==> src/rtl/wb_pkg.sv <==
// rtl/wb_pkg.sv - shared types and constants for the MEM/WB stage register
package wb_pkg;

    localparam int ADDR_W_DEF = 5;
    localparam int DATA_W_DEF = 32;
    localparam int MAX_LANES  = 4;
    localparam int ZERO_REG   = 0;

    typedef struct packed {
        logic [MAX_LANES-1:0][ADDR_W_DEF-1:0] waddr;
        logic [MAX_LANES-1:0]                 we;
        logic [MAX_LANES-1:0][DATA_W_DEF-1:0] wdata;
    } wb_entry_t;

    typedef enum logic [1:0] {
        ST_EMPTY = 2'd0,
        ST_FULL  = 2'd1,
        ST_SKID  = 2'd2
    } stage_state_e;

endpackage

==> src/rtl/wb_lane_filter.sv <==
// rtl/wb_lane_filter.sv - per-beat write-enable filter (lane conflicts; x0 drop under WB_X0_FILTER_EN)
module wb_lane_filter
    import wb_pkg::*;
#(
    parameter int LANES  = 1,
    parameter int ADDR_W = ADDR_W_DEF
) (
    input  logic [LANES*ADDR_W-1:0] waddr,
    input  logic [LANES-1:0]        we,
    output logic [LANES-1:0]        we_filt
);

`ifdef WB_X0_FILTER_EN
    localparam bit X0_FILTER = 1'b1;
`else
    localparam bit X0_FILTER = 1'b0;
`endif

    logic [LANES-1:0] we_live;

    // x0 lanes are dropped before the conflict check so they never shadow an older lane
    always_comb begin
        we_live = we;
        for (int l = 0; l < LANES; l++) begin
            if (X0_FILTER && (waddr[l*ADDR_W +: ADDR_W] == ADDR_W'(ZERO_REG))) begin
                we_live[l] = 1'b0;
            end
        end
        we_filt = we_live;
        for (int i = 0; i < LANES; i++) begin
            for (int j = i + 1; j < LANES; j++) begin
                if (we_live[i] && we_live[j] &&
                    (waddr[i*ADDR_W +: ADDR_W] == waddr[j*ADDR_W +: ADDR_W])) begin
                    we_filt[i] = 1'b0;
                end
            end
        end
    end

endmodule

==> src/rtl/wb_stage_reg.sv <==
// rtl/wb_stage_reg.sv - MEM/WB stage with two-entry skid buffer, flush and retired-write counter (WB_X0_FILTER_EN)
module wb_stage_reg
    import wb_pkg::*;
#(
    parameter int LANES  = 1,
    parameter int ADDR_W = ADDR_W_DEF,
    parameter int DATA_W = DATA_W_DEF,
    parameter int CNT_W  = 32
) (
    input  logic                    clk_i,
    input  logic                    rst_ni,
    input  logic                    in_valid_i,
    output logic                    in_ready_o,
    input  logic [LANES*ADDR_W-1:0] reg_waddr_i,
    input  logic [LANES-1:0]        reg_we_i,
    input  logic [LANES*DATA_W-1:0] reg_wdata_i,
    input  logic                    flush_i,
    output logic                    out_valid_o,
    input  logic                    out_ready_i,
    output logic [LANES*ADDR_W-1:0] reg_waddr_o,
    output logic [LANES-1:0]        reg_we_o,
    output logic [LANES*DATA_W-1:0] reg_wdata_o,
    output logic [CNT_W-1:0]        retired_cnt_o
);

    typedef struct packed {
        logic [LANES*ADDR_W-1:0] waddr;
        logic [LANES-1:0]        we;
        logic [LANES*DATA_W-1:0] wdata;
    } stage_entry_t;

    stage_state_e state_q, state_d;
    stage_entry_t main_q, skid_q, in_entry;
    logic [LANES-1:0] we_filt;
    logic [CNT_W-1:0] cnt_q, pop;
    logic in_ready_q, main_valid, accept, drain;
    logic load_main_in, load_main_skid, load_skid;

    wb_lane_filter #(.LANES(LANES), .ADDR_W(ADDR_W)) u_filter (
        .waddr   (reg_waddr_i),
        .we      (reg_we_i),
        .we_filt (we_filt)
    );

    always_comb begin
        in_entry.waddr = reg_waddr_i;
        in_entry.we    = we_filt;
        in_entry.wdata = reg_wdata_i;
    end

    assign main_valid = (state_q != ST_EMPTY);
    assign accept     = in_valid_i & in_ready_q;
    assign drain      = main_valid & out_ready_i;

    // in_ready is registered from the next state so it never depends on out_ready_i combinationally
    always_ff @(posedge clk_i or negedge rst_ni) begin
        if (!rst_ni) begin
            state_q    <= ST_EMPTY;
            in_ready_q <= 1'b0;
        end else begin
            state_q    <= state_d;
            in_ready_q <= (state_d != ST_SKID);
        end
    end

    always_comb begin
        state_d = state_q;
        if (flush_i) begin
            state_d = ST_EMPTY;
        end else begin
            case (state_q)
                ST_EMPTY: if (accept) state_d = ST_FULL;
                ST_FULL: begin
                    if (accept && !drain)      state_d = ST_SKID;
                    else if (drain && !accept) state_d = ST_EMPTY;
                end
                ST_SKID:  if (drain) state_d = ST_FULL;
                default:  state_d = ST_EMPTY;
            endcase
        end
    end

    always_comb begin
        load_main_in   = 1'b0;
        load_main_skid = 1'b0;
        load_skid      = 1'b0;
        if (!flush_i) begin
            load_main_in   = accept && ((state_q == ST_EMPTY) || ((state_q == ST_FULL) && drain));
            load_skid      = accept && (state_q == ST_FULL) && !drain;
            load_main_skid = (state_q == ST_SKID) && drain;
        end
    end

    always_ff @(posedge clk_i or negedge rst_ni) begin
        if (!rst_ni) begin
            main_q <= '0;
            skid_q <= '0;
        end else begin
            if (load_main_in)        main_q <= in_entry;
            else if (load_main_skid) main_q <= skid_q;
            if (load_skid)           skid_q <= in_entry;
        end
    end

    always_comb begin
        pop = '0;
        for (int l = 0; l < LANES; l++) begin
            pop = pop + CNT_W'(reg_we_o[l]);
        end
    end

    // a drain during flush still counts: the regfile sampled that beat
    always_ff @(posedge clk_i or negedge rst_ni) begin
        if (!rst_ni)    cnt_q <= '0;
        else if (drain) cnt_q <= cnt_q + pop;
    end

    assign in_ready_o    = in_ready_q;
    assign out_valid_o   = main_valid;
    assign reg_waddr_o   = main_q.waddr;
    assign reg_we_o      = main_q.we & {LANES{main_valid}};
    assign reg_wdata_o   = main_q.wdata;
    assign retired_cnt_o = cnt_q;

endmodule
==> config.mk <==
export PLATFORM = sky130hd
export DESIGN_NAME = wb_stage_reg
export DESIGN_NICKNAME = d
export VERILOG_FILES = /design/src/rtl/wb_pkg.sv /design/src/rtl/wb_lane_filter.sv /design/src/rtl/wb_stage_reg.sv
export SDC_FILE = /design/constraint.sdc
export NUM_CORES = 1
export LEC_CHECK = 0
export CELL_PAD_IN_SITES_DETAIL_PLACEMENT = 1
export CELL_PAD_IN_SITES_GLOBAL_PLACEMENT = 1
export CORE_UTILIZATION = 43
export DETAILED_ROUTE_END_ITERATION = 10
export GPL_TIMING_DRIVEN = 0
export HOLD_SLACK_MARGIN = 0.02
export PLACE_DENSITY_LB_ADDON = 0.1
export SETUP_SLACK_MARGIN = 0.3
export SYNTH_ARGS = -nofsm -noshare
export SYNTH_HDL_FRONTEND = slang
export SYNTH_HIERARCHICAL = 1
export SYNTH_SLANG_ARGS = --single-unit
==> constraint.sdc <==
create_clock -name clk_i -period 3.92 [get_ports clk_i]
set_input_delay 0.98 -clock clk_i [delete_from_list [all_inputs] [get_ports clk_i]]
set_output_delay 0.98 -clock clk_i [all_outputs]
set_load 0.03 [all_outputs]
## After elaboration in Yosys (flattened, before gate mapping)

Cells that the tools add are included.

| cells by class | value |
|---|---|
| bitwise logic cells | 3 |
| add/sub/neg operators | 1 |
| equal/unequal tests | 3 |
| reduce and logical (&&, ||, !) cells | 13 |
| muxes and demuxes | 11 |

Operators with widths:

| operator | number |
|---|---|
| 38-bit 2-to-1 mux | 2 |
| 32-bit by 1-bit adder with 32-bit output | 1 |
| 2-bit 2-to-1 mux | 5 |
| 1-bit logical AND | 7 |
| 2-bit one-hot mux with 3 select lines | 1 |
| 2-bit nonzero test | 2 |
| 1-bit AND | 3 |
| 1-bit 2-to-1 mux | 3 |
| 2-bit by 1-bit == test with 1-bit output, second input constant | 1 |
| 2-bit == test, second input constant | 1 |
| 1-bit zero test | 2 |
| 2-bit zero test | 1 |
| 2-bit inequality test, second input constant | 1 |
| 1-bit logical OR | 1 |

| word-level totals | value |
|---|---|
| word-level logic and storage cells | 40 |
| output and inout port bits | 72 |
| input port bits | 43 |
| bits in registers | 111 |

## Logic depth before layout (Yosys ltp)

Gate-level depths: netlist (run 1).

| logic depth | value |
|---|---|
| depth after elaboration | 8 |
| mapped depth | 9 |
| gate-level depth less buffers | 8 |

## Cells and area by module

Netlist (run 1), hierarchy kept.

By module, submodules not included:

| module | times used | cells an instance | area an instance (µm²) | seq. area each (µm²) |
|---|---|---|---|---|
| wb_stage_reg | 1 | 425 | 5255.0 | 2777.7 |
| wb_lane_filter | 1 | 1 | 7.5 | 0.0 |

## Least setup slack after synthesis (run 1)

OpenSTA, ideal clock, no wires.

| timing | value |
|---|---|
| path kind | reg2reg |
| from | reg state_q[1] |
| to | reg cnt_q[16], in the netlist retired_cnt_o[16] |
| buffers on the path | 1 |
| library setup time | 0.134 ns |
| path slack | 1.577 ns |
| period minus slack after synthesis | 2.343 ns |
| data arrival time | 2.209 ns |
| required time | 3.786 ns |
| stages on the path, launching flop included | 10 |
| cell sequence | dfrtp_1 buf_4 or2_2 and2_1 ha_1 ha_1 nand2_1 nor4_4 nand4_1 xnor2_1 |

| on the way | value |
|---|---|
| longest elaborated chain between the ends | 3 |
| elaborated cells between the ends (all ways) | 4 |
| classes of those cells | add/sub: 1; bitwise: 2; reduce/logical: 1 |

Ends and longest elaborated chain:

| what | RTL line | source |
|---|---|---|
| start: declaration | wb_stage_reg.sv:32 | `stage_state_e state_q, state_d;` |
| start signal: assignment | wb_stage_reg.sv:61 | `state_q <= state_d;` |
| 2-bit nonzero test | wb_stage_reg.sv:51 | `assign main_valid = (state_q != ST_EMPTY);` |
| via out_valid_o | wb_stage_reg.sv:18 | `output logic out_valid_o,` |
| 1-bit AND | wb_stage_reg.sv:121 | `assign reg_we_o = main_q.we & {LANES{main_valid}};` |
| via reg_we_o | wb_stage_reg.sv:21 | `output logic [LANES-1:0] reg_we_o,` |
| 32-bit by 1-bit adder with 32-bit output | wb_stage_reg.sv:115 | `else if (drain) cnt_q <= cnt_q + pop;` |
| end signal: assignment | wb_stage_reg.sv:115 |  |
| end: declaration | wb_stage_reg.sv:35 | `logic [CNT_W-1:0] cnt_q, pop;` |

The timed path passes the listed nets, and every way through them passes these cells.
A chain may end at the register's enable or synchronous reset.

## Worst setup path in the final report (run 1)

| timing | value |
|---|---|
| from | reg state_q[1] |
| to | out reg_we_o |

| on the way | value |
|---|---|
| longest elaborated chain between the ends | 2 |

Ends and longest elaborated chain:

| what | RTL line |
|---|---|
| 2-bit nonzero test | wb_stage_reg.sv:51 |
| 1-bit AND | wb_stage_reg.sv:121 |
| end: declaration | wb_stage_reg.sv:21 |

Every way passes these cells.

==> flow_metrics.env, run 1 <==
export IMPL_insertion_delay_ns=0.35
export IMPL_swShare_pct=32.0
export IMPL_min_to="retired_cnt_o[31]$_DFFE_PN0P_"
export IMPL_fin_cells=701
export IMPL_hold_depth=1
export IMPL_num_rows=40
export IMPL_crit_buf_inv=2
export IMPL_synthToLayoutAreaGrowth_pct=30.2
export IMPL_finalMaxSlewViolations=0
export IMPL_syn_inst=426
export IMPL_dp_cells=686
export IMPL_cp_max_fo=9
export IMPL_p_per_area_nw_per_um2=562
export IMPL_cts_setup_buffers=0
export IMPL_grt_first_pass_wirelength_mm=20.1
export IMPL_grt_total_usage_pct=20.3
export IMPL_tns_ns=0
export IMPL_grt_start_max_net_pins=57
export IMPL_cts_tree="done"
export IMPL_antenna_found_initial=0
export IMPL_rsz0062_at_grt="no"
export IMPL_reg2reg_to="retired_cnt_o[28]$_DFFE_PN0P_"
export IMPL_nFillCells=1260
export IMPL_nets=595
export IMPL_start_util_pct=44.0
export IMPL_yosys_most_used_dff="dfrtp_1"
export IMPL_hp_start="retired_cnt_o[31]$_DFFE_PN0P_"
export IMPL_io_buffers=112
export IMPL_period_minus_slack_ns=3.00
export IMPL_viasPerCell=5.09
export IMPL_holdCritPathClass="flop to flop"
export IMPL_ant_nets=0
export IMPL_drcViolationCount=0
export IMPL_peakVddDrop_v=0.000355
export IMPL_cp_top_family="buffers and inverters"
export IMPL_worstSetupPathType="flop to output port"
export IMPL_cp_end_kind="output port"
export IMPL_syn_avg_cell_area_sq_um=12.4
export IMPL_crit_slowest_cell="clkdlybuf4s50_1"
export IMPL_hold_violations=0
export IMPL_htreeDepth=3
export IMPL_cts_made_buffers=9
export IMPL_routed_wl_mm=11.9
export IMPL_die_width_um=113
export IMPL_start_kind="flop"
export IMPL_diodes=0
export IMPL_reg2reg_slack_ns=1.56
export IMPL_synth_fp_nets=471
export IMPL_p_leak_nw=3.21
export IMPL_fp_dieH_um=113
export IMPL_dp_hpwl_mm=8.37
export IMPL_synth_cell_type_count=38
export IMPL_postCtsHoldBufs=0
export IMPL_synthArstFlopShare_pct=100
export IMPL_rr_worst_depth=8
export IMPL_syn_area_sq_um=5260
export IMPL_gr_total_overflow=0
export IMPL_drtIter0Drc=110
export IMPL_yosysWarnings=6
export IMPL_synth_edff_count=0
export IMPL_internal_power_mw=2.62
export IMPL_maxCapViolCount=0
export IMPL_p_switching_mw=1.23
export IMPL_path_cells="buf_4 > or2_2 > and2_1 > clkdlybuf4s50_1"
export IMPL_setup_viol=0
export IMPL_combPwrFrac_pct=36.9
export IMPL_relSlewSlack_pct=50.8
export IMPL_yosys_area_top_type="dfrtp_1"
export IMPL_clock_skew_ns=0.00752
export IMPL_yosys_top_cells_area="dfrtp_1 (53%), mux2i_1 (7.4%), buf_4 (6.0%)"
export IMPL_ios=115
export IMPL_clock_path_buffers=2
export IMPL_gp_congestion=0.746
export IMPL_synth_most_common_cell="dfrtp_1"
export IMPL_cts_root_buf="clkbuf_16"
export IMPL_max_freq_mhz=334
export IMPL_status="completed"
export IMPL_cts_clk_slew_worst_paths_ns=0.07
export IMPL_detailedPlace_worstSlack_ns=1.11
export IMPL_slowest_delay_ns=0.61
export IMPL_cts_resized=0
export IMPL_clkPwrFrac_pct=21.8
export IMPL_dr_pass1_iters=4
export IMPL_yosysSeqAreaShare_pct=52.8
export IMPL_wire_per_inst_um=16.9
export IMPL_arrival_ns=2.02
export IMPL_vias=3565
export IMPL_dieArea_sq_um=12700
export IMPL_drive_above_1_share_pct=21.5
export IMPL_grt_pass1_vias=3858
export IMPL_netlist_top_cells_count="dfrtp_1 (111), buf_4 (42), inv_1 (40)"
export IMPL_setup_ws_ns=0.922
export IMPL_fin_crit_sh_pct=76.5
export IMPL_synth_top_area_share_pct=52.8
export IMPL_worst_slew_pin_slew_ns=0.738
export IMPL_power_frac_seq_pct=41.3
export IMPL_rr_startpoint="state_q[0]$_DFF_PN0_"
export IMPL_required_ns=2.94
export IMPL_design_core_area_sq_um=12000
export IMPL_ys_ff_latch=111
export IMPL_cts_sinks=111
## sequential cells by signal (all words and copies together), names as in the netlist
register and cells:
retired_cnt_o 32, reg_waddr_o 5, state_q 2, main_q 1
reg_wdata_o 32, skid_q 38, in_ready_o 1
## power groups by stage
stage / Combinational (mW) / Sequential, mW / Clock (mW)
global route: 1.52 / 1.63 / 0.913
detailed placement: 1.43 / 1.61 / 0
floorplan: 0.939 / 1.58 / 0
CTS: 1.44 / 1.59 / 0.874
global placement: 1.39 / 1.59 / 0
finish: 1.42 / 1.59 / 0.841
## cell families after synthesis
| logic type | synth area share (%) |
|---|---|
| muxes | 17.4 |
| buffers and inverters | 10.6 |
| xor gates and xnor gates | 4.99 |
| AOI/OAI and AO/OA | 5.59 |
| adders and majority gates | 0.475 |
| DFF | 52.8 |
| and+or+nand+nor | 8.13 |
## final cells by class
type | count | area, sq um | share of cell area, %
inverters | 40 | 150 | 2.19
clock inverters | 1 | 5.00 | 0.0730
plain buffers | 56 | 409 | 5.97
multi-input cells | 219 | 1930 | 28.1
clock buffers | 14 | 254 | 3.71
repair buffers | 113 | 1150 | 16.7
flip-flops and latches | 111 | 2780 | 40.5
well taps | 147 | 184 | 2.68
## per-stage QoR
stage / util [%] / power (mW) / hold slack (ns) / area, sq um
floorplan: - / 2.52 / 0.480 / 5260
global placement: 54.9 / 2.98 / 0.464 / 6570
detailed placement: 55.1 / 3.05 / 0.472 / 6590
CTS: 57.3 / 3.91 / 0.482 / 6850
global route: 57.3 / 4.06 / 0.484 / 6850
finish: 57.3 / 3.85 / 0.477 / 6850
## worst max path at each step
| stage | end | depth (start not counted) | slack, ns | start |
|---|---|---|---|---|
| after global routing | reg_we_o | 4 | 0.84 | state_q[1]$_DFF_PN0_ |
| after global placement | retired_cnt_o[22]$_DFFE_PN0P_ | 1 | -2.44 | rst_ni |
| final | reg_we_o | 4 | 0.92 | state_q[1]$_DFF_PN0_ |
| after detailed placement | reg_wdata_o[25]$_DFFE_PN0P_ | 7 | 1.11 | in_valid_i |
| after floorplan | retired_cnt_o[16]$_DFFE_PN0P_ | 9 | 1.58 | state_q[1]$_DFF_PN0_ |
| after CTS | reg_we_o | 4 | 0.90 | state_q[1]$_DFF_PN0_ |
## layout by cell type (no fill, tap or decap), types with 2 or more instances in the layout
| cell type | synthesis | final |
|---|---|---|
| clkbuf_1 | 1 | 5 |
| buf_6 | 4 | 4 |
| xor2_1 | 5 | 5 |
| nand4_1 | 9 | 9 |
| mux2_4 | 20 | 20 |
| dfrtp_1 | 111 | 111 |
| clkdlybuf4s50_1 | 0 | 111 |
| buf_4 | 42 | 43 |
| a21oi_1 | 2 | 2 |
| clkbuf_16 | 0 | 9 |
| mux2i_1 | 39 | 39 |
| xnor2_1 | 25 | 25 |
| o22ai_1 | 38 | 38 |
| mux2_2 | 20 | 20 |
| nor4_4 | 3 | 3 |
| nand3_1 | 12 | 12 |
| buf_2 | 9 | 9 |
| and3_1 | 5 | 5 |
| ha_1 | 2 | 2 |
| nor2_1 | 4 | 4 |
| and4_1 | 2 | 2 |
| inv_1 | 40 | 40 |
| nand2_1 | 15 | 15 |
| nand4_4 | 2 | 2 |
## per-layer routing
layer / share of wire (%) / GRT usage (%)
met5: 0 / 0
met4: 0.90 / 4.53
met3: 5.0 / 6.53
met2: 50 / 33.9
met1: 44 / 25.7
Power figures use the tool's default switching activity.
==> run 2: changes to the inputs <==
Settings changed: CORE_UTILIZATION 43 to 36.
Clock period 3.92 ns to 2.45 ns, I/O delays scaled along.
==> run 2 against run 1 <==
Final cell count is 5.0% higher; worst setup slack got worse by 0.57 ns; via count is 0.11% higher; flip-flop and latch count unchanged; clock power is 75% higher; non-clock buffer count up 4; power grew 63%; global-route usage down 3.1 points; sequential share of layout area decreased by 0.79 points; critical endpoint unchanged; largest power group unchanged; highest routed layer unchanged.
==> flow_metrics.env, run 2 (synthesis gave the netlist of run 1 again) <==
export IMPL_p_leak_nw=3.52
export IMPL_reg2reg_slack_ns=0.38
export IMPL_rr_startpoint="state_q[1]$_DFF_PN0_"
export IMPL_ios=115
export IMPL_antenna_found_initial=0
export IMPL_tns_ns=0
export IMPL_fin_area_sq_um=6990
export IMPL_num_rows=43
export IMPL_insertion_delay_ns=0.35
export IMPL_relSlewSlack_pct=62.1
export IMPL_clock_path_buffers=2
export IMPL_finalMaxSlewViolations=0
export IMPL_worst_slew_pin_slew_ns=0.568
export IMPL_max_freq_mhz=476
export IMPL_arrival_ns=1.49
export IMPL_cts_sinks=111
export IMPL_cp_end_kind="output port"
export IMPL_cts_root_buf="clkbuf_16"
export IMPL_grt_busiest_layer="met2"
export IMPL_cts_clk_slew_worst_paths_ns=0.07
export IMPL_peakVddDrop_v=0.000367
export IMPL_fin_crit_sh_pct=85.7
export IMPL_viasPerCell=4.85
export IMPL_rsz0062_at_grt="yes"
export IMPL_grt_total_usage_pct=17.2
export IMPL_period_minus_slack_ns=2.10
export IMPL_fp_dieH_um=123
export IMPL_grt_first_pass_wirelength_mm=19.7
export IMPL_maxCapViolCount=0
export IMPL_crit_start="state_q[1]$_DFF_PN0_"
export IMPL_drcViolationCount=0
export IMPL_final_common_cell="dfrtp_1"
export IMPL_nets=599
export IMPL_hold_violations=0
export IMPL_rr_worst_depth=10
export IMPL_final_cell_mix="dfrtp_1 (110), clkdlybuf4s50_1 (87), buf_4 (45)"
export IMPL_required_ns=1.84
export IMPL_drive_above_1_share_pct=23.6
export IMPL_postCtsHoldBufs=0
export IMPL_met2_usage_pct=27.8
export IMPL_grt_start_max_net_pins=68
export IMPL_dp_hpwl_mm=8.20
export IMPL_dieArea_sq_um=15100
export IMPL_gp_congestion=0.777
export IMPL_ant_nets=0
export IMPL_vias=3569
export IMPL_cp_max_fo=9
export IMPL_die_width_um=123
export IMPL_synthToLayoutAreaGrowth_pct=32.9
export IMPL_grt_pass1_vias=3773
export IMPL_gr_total_overflow=0
export IMPL_drtIter0Drc=95
export IMPL_start_kind="flop"
export IMPL_largest_register="skid_q"
export IMPL_clock_skew_ns=0.00649
export IMPL_reg2reg_to="retired_cnt_o[12]$_DFFE_PN0P_"
export IMPL_dr_pass1_iters=5
export IMPL_setup_ws_ns=0.349
export IMPL_io_buffers=112
export IMPL_start_util_pct=37.3
export IMPL_use_met1_pct=21.9
export IMPL_worstSetupPathType="flop to output port"
export IMPL_wire_per_inst_um=16.3
export IMPL_htreeDepth=3
export IMPL_cts_tree="done"
export IMPL_design_core_area_sq_um=14100
export IMPL_setup_viol=0
export IMPL_holdCritPathClass="input port to async pin"
export IMPL_routed_wl_mm=12.0
export IMPL_placed_cell_area_sq_um=6640
export IMPL_detailedPlace_worstSlack_ns=0.0224
export IMPL_cts_made_buffers=9
export IMPL_p_per_area_nw_per_um2=895
export IMPL_grtUsageMet3_pct=5.86
export IMPL_status="completed"
export IMPL_largest_reg_flops=38
export IMPL_diodes=0
-- run 2: layer usage --
layer	up-vias	wire length, um
met5	-	0
met4	0	113
met3	8	639
met2	76	5700
met1	1793	5510
li1	1692	-
-- run 2: critical path: stages, from the launching register on --
cell and delay (ns):
dfrtp_1 0.36, buf_4 0.16, or2_4 0.27, and2_4 0.16, clkbuf_2 0.18
-- run 2: cell type report --
type                            instances  area (sq um)
Buffer                                 56           412
Clock buffer                           12           256
Clock inverter                          1          30.0
Fill cell                            1489          7100
Inverter                               40           150
Multi-Input combinational cell        219          1940
Sequential cell                       111          2780
Tap cell                              180           225
Timing Repair Buffer                  117          1200
-- run 2: what timing repair did --
action | in CTS | in global routing
buffers inserted | 2 | 1
gates cloned | 0 | 1
setup endpoints to repair | 23 | 40
pin swaps | 1 | 2
gates resized for setup | 12 | 24
-- run 2: per-stage QoR --
stage | power (mW) | cells | utilization, % | hold WS [ns]
2_1_floorplan | 4.04 | 426 | - | 0.317
3_3_place_gp | 4.78 | 718 | 46.9 | 0.463
3_5_place_dp | 4.86 | 719 | 47.1 | 0.471
4_1_cts | 6.38 | 734 | 49.2 | 0.188
5_1_grt | 6.63 | 736 | 49.6 | 0.191
6_report | 6.26 | 736 | 49.6 | 0.181
-- run 2: worst max-delay path by stage --
| stage | to | slack (ns) |
|---|---|---|
| 2_1_floorplan | retired_cnt_o[16]$_DFFE_PN0P_ | 0.34 |
| 6_report | reg_we_o | 0.35 |
| 5_1_grt | retired_cnt_o[26]$_DFFE_PN0P_ | 0.28 |
| 3_3_place_gp | retired_cnt_o[13]$_DFFE_PN0P_ | -3.76 |
| 3_5_place_dp | reg_wdata_o[10]$_DFFE_PN0P_ | 0.02 |
| 4_1_cts | reg_we_o | 0.16 |
-- run 2: power breakdown --
| part | internal [mW] | leakage, nW | switching [mW] |
|---|---|---|---|
| Combinational | 1.18 | 1.96 | 1.07 |
| Sequential | 2.29 | 1.41 | 0.256 |
| Clock | 0.833 | 0.141 | 0.636 |
| Total | 4.30 | 3.52 | 1.96 |
==> run 3: changes to the inputs <==
Settings changed: CORE_ASPECT_RATIO set to 0.6, CORE_UTILIZATION 36 to 40, SETUP_SLACK_MARGIN 0.3 to 0.1.
Clock period 2.45 ns to 2.2 ns, I/O delays scaled along.
==> run 3 against run 2 <==
Combinational power increased by 12%; global-route usage increased by 2.5 points; worst hold slack got worse by 0.079 ns; power increased by 14%; largest cell class unchanged; wire length increased by 4.8%.
==> flow_metrics.env, run 3 (synthesis gave the netlist of run 1 again) <==
export IMPL_clock_path_buffers=2
export IMPL_htreeDepth=3
export IMPL_setup_ws_ns=0.130
export IMPL_start_util_pct=40.9
export IMPL_grt_start_max_net_pins=76
export IMPL_grt_pass1_vias=3893
export IMPL_slowest_delay_ns=0.72
export IMPL_largest_reg_flops=38
export IMPL_crit_slowest_cell="clkdlybuf4s50_1"
export IMPL_vias=3598
export IMPL_crit_buf_inv=1
export IMPL_postCtsHoldBufs=0
export IMPL_ios=115
export IMPL_cts_tree="done"
export IMPL_arrival_ns=1.52
export IMPL_final_common_cell="dfrtp_1"
export IMPL_detailedPlace_worstSlack_ns=-0.218
export IMPL_worstSetupPathType="flop to output port"
export IMPL_design_core_area_sq_um=12900
export IMPL_period_minus_slack_ns=2.07
export IMPL_dieArea_sq_um=13600
export IMPL_cts_root_buf="clkbuf_16"
export IMPL_hold_violations=0
export IMPL_max_freq_mhz=483
export IMPL_required_ns=1.65
export IMPL_fin_crit_sh_pct=94.1
export IMPL_cp_end_kind="output port"
export IMPL_ant_nets=0
export IMPL_peakVddDrop_v=0.000393
export IMPL_dp_hpwl_mm=8.63
export IMPL_nets=598
export IMPL_start_kind="flop"
export IMPL_relSlewSlack_pct=64.9
export IMPL_rsz0062_at_grt="yes"
export IMPL_dr_pass1_iters=4
export IMPL_gp_congestion=0.723
export IMPL_cts_clk_slew_worst_paths_ns=0.07
export IMPL_p_per_area_nw_per_um2=1020
export IMPL_drive_above_1_share_pct=23.3
export IMPL_wire_per_inst_um=17.2
export IMPL_num_rows=32
export IMPL_drtIter0Drc=106
export IMPL_insertion_delay_ns=0.35
export IMPL_path_cells="clkdlybuf4s50_1"
export IMPL_antenna_found_initial=0
export IMPL_cts_made_buffers=9
export IMPL_total_power_mw=7.16
export IMPL_die_width_um=150
export IMPL_status="completed"
export IMPL_largest_register="skid_q"
export IMPL_p_leak_nw=3.44
export IMPL_final_cell_mix="dfrtp_1 (110), clkdlybuf4s50_1 (96), buf_4 (44)"
export IMPL_holdCritPathClass="input port to async pin"
export IMPL_io_buffers=112
export IMPL_finalMaxSlewViolations=0
export IMPL_maxCapViolCount=0
export IMPL_worst_slew_pin_slew_ns=0.524
export IMPL_cts_sinks=111
export IMPL_drcViolationCount=0
export IMPL_routed_wl_mm=12.5
export IMPL_diodes=0
export IMPL_cp_max_fo=5
export IMPL_synthToLayoutAreaGrowth_pct=33.4
export IMPL_gr_total_overflow=0
export IMPL_viasPerCell=4.94
export IMPL_grt_first_pass_wirelength_mm=20.5
export IMPL_fp_dieH_um=90.8
export IMPL_setup_viol=0
export IMPL_clock_skew_ns=0.00780
export IMPL_cp_top_family="buffers and inverters"
export IMPL_grt_total_usage_pct=19.7
## run 3: cell types whose count changed in the layout (fill, tap and decap cells not counted), moves of 2 or more
| cell | change |
|---|---|
| clkdlybuf4s50_1 | +9 |
| dlymetal6s2s_1 | -6 |
| ha_4 | +2 |
| dlygate4sd2_1 | -2 |
| ha_2 | -2 |
## run 3: stage by stage
| step | instance area, sq um | utilization, % | setup TNS, ns | hold WS (ns) | instances |
|---|---|---|---|---|---|
| finish | 7020 | 54.6 | 0 | 0.103 | 728 |
| global route | 7020 | 54.6 | 0 | 0.116 | 728 |
| CTS | 6990 | 54.4 | 0 | 0.103 | 728 |
| detailed placement | 6630 | 51.6 | -7.99 | 0.470 | 709 |
| global placement | 6600 | 51.4 | -435.01 | 0.465 | 708 |
| floorplan | 5270 | - | 0 | 0.254 | 426 |
## run 3: final cells by class
class                           instances  area (sq um)
Inverter                               40           150
Clock buffer                           13           260
Sequential cell                       111          2780
Tap cell                              170           213
Clock inverter                          3          65.1
Multi-Input combinational cell        219          1960
Timing Repair Buffer                  116          1190
Buffer                                 56           412
Fill cell                            1342          5830
## run 3: final timing paths
check | slack, ns | end | depth (start not counted) | start
min reg2reg | 0.49 | retired_cnt_o[31]$_DFFE_PN0P_ | 1 | retired_cnt_o[31]$_DFFE_PN0P_
max in group asynchronous | 1.37 | state_q[0]$_DFF_PN0_ | 2 | rst_ni
min | 0.10 | skid_q[17]$_DFFE_PN0P_ | 1 | rst_ni
min in group clk_i | 0.47 | skid_q[32]$_DFFE_PN0P_ | 2 | reg_we_i
max | 0.13 | retired_cnt_o[27] | 1 | retired_cnt_o[27]$_DFFE_PN0P_
max reg2reg | 0.20 | retired_cnt_o[10]$_DFFE_PN0P_ | 9 | state_q[1]$_DFF_PN0_
## run 3: metal layers
| layer | global-route usage [%] | up-vias | share of wire [%] |
|---|---|---|---|
| li1 | - | 1685 | - |
| met1 | 27.7 | 1826 | 49 |
| met2 | 30.4 | 76 | 46 |
| met3 | 5.20 | 11 | 4.9 |
| met4 | 4.38 | 0 | 0.96 |
| met5 | 0 | - | 0 |
## run 3: repair_timing
item / 4_1_cts / 5_1_grt
resized for setup: 9 / 15
buffers inserted: 3 / 0
pin swaps: 2 / 3
endpoints found under the setup margin: 22 / 50
## run 3: where the power goes
part           internal [mW]  switching (mW)  total, mW
logic                   1.34            1.19       2.53
clock network           1.06           0.727       1.79
registers               2.54           0.297       2.84
total                   4.94            2.22       7.16
## run 3: worst register-to-register path: stages, from the launching register on
cell,delay [ns]
dfrtp_1,0.36
buf_4,0.16
or2_4,0.27
and2_4,0.17
ha_4,0.17
ha_4,0.17
o2111a_1,0.18
and3_1,0.23
nand3_1,0.10
xnor2_1,0.12
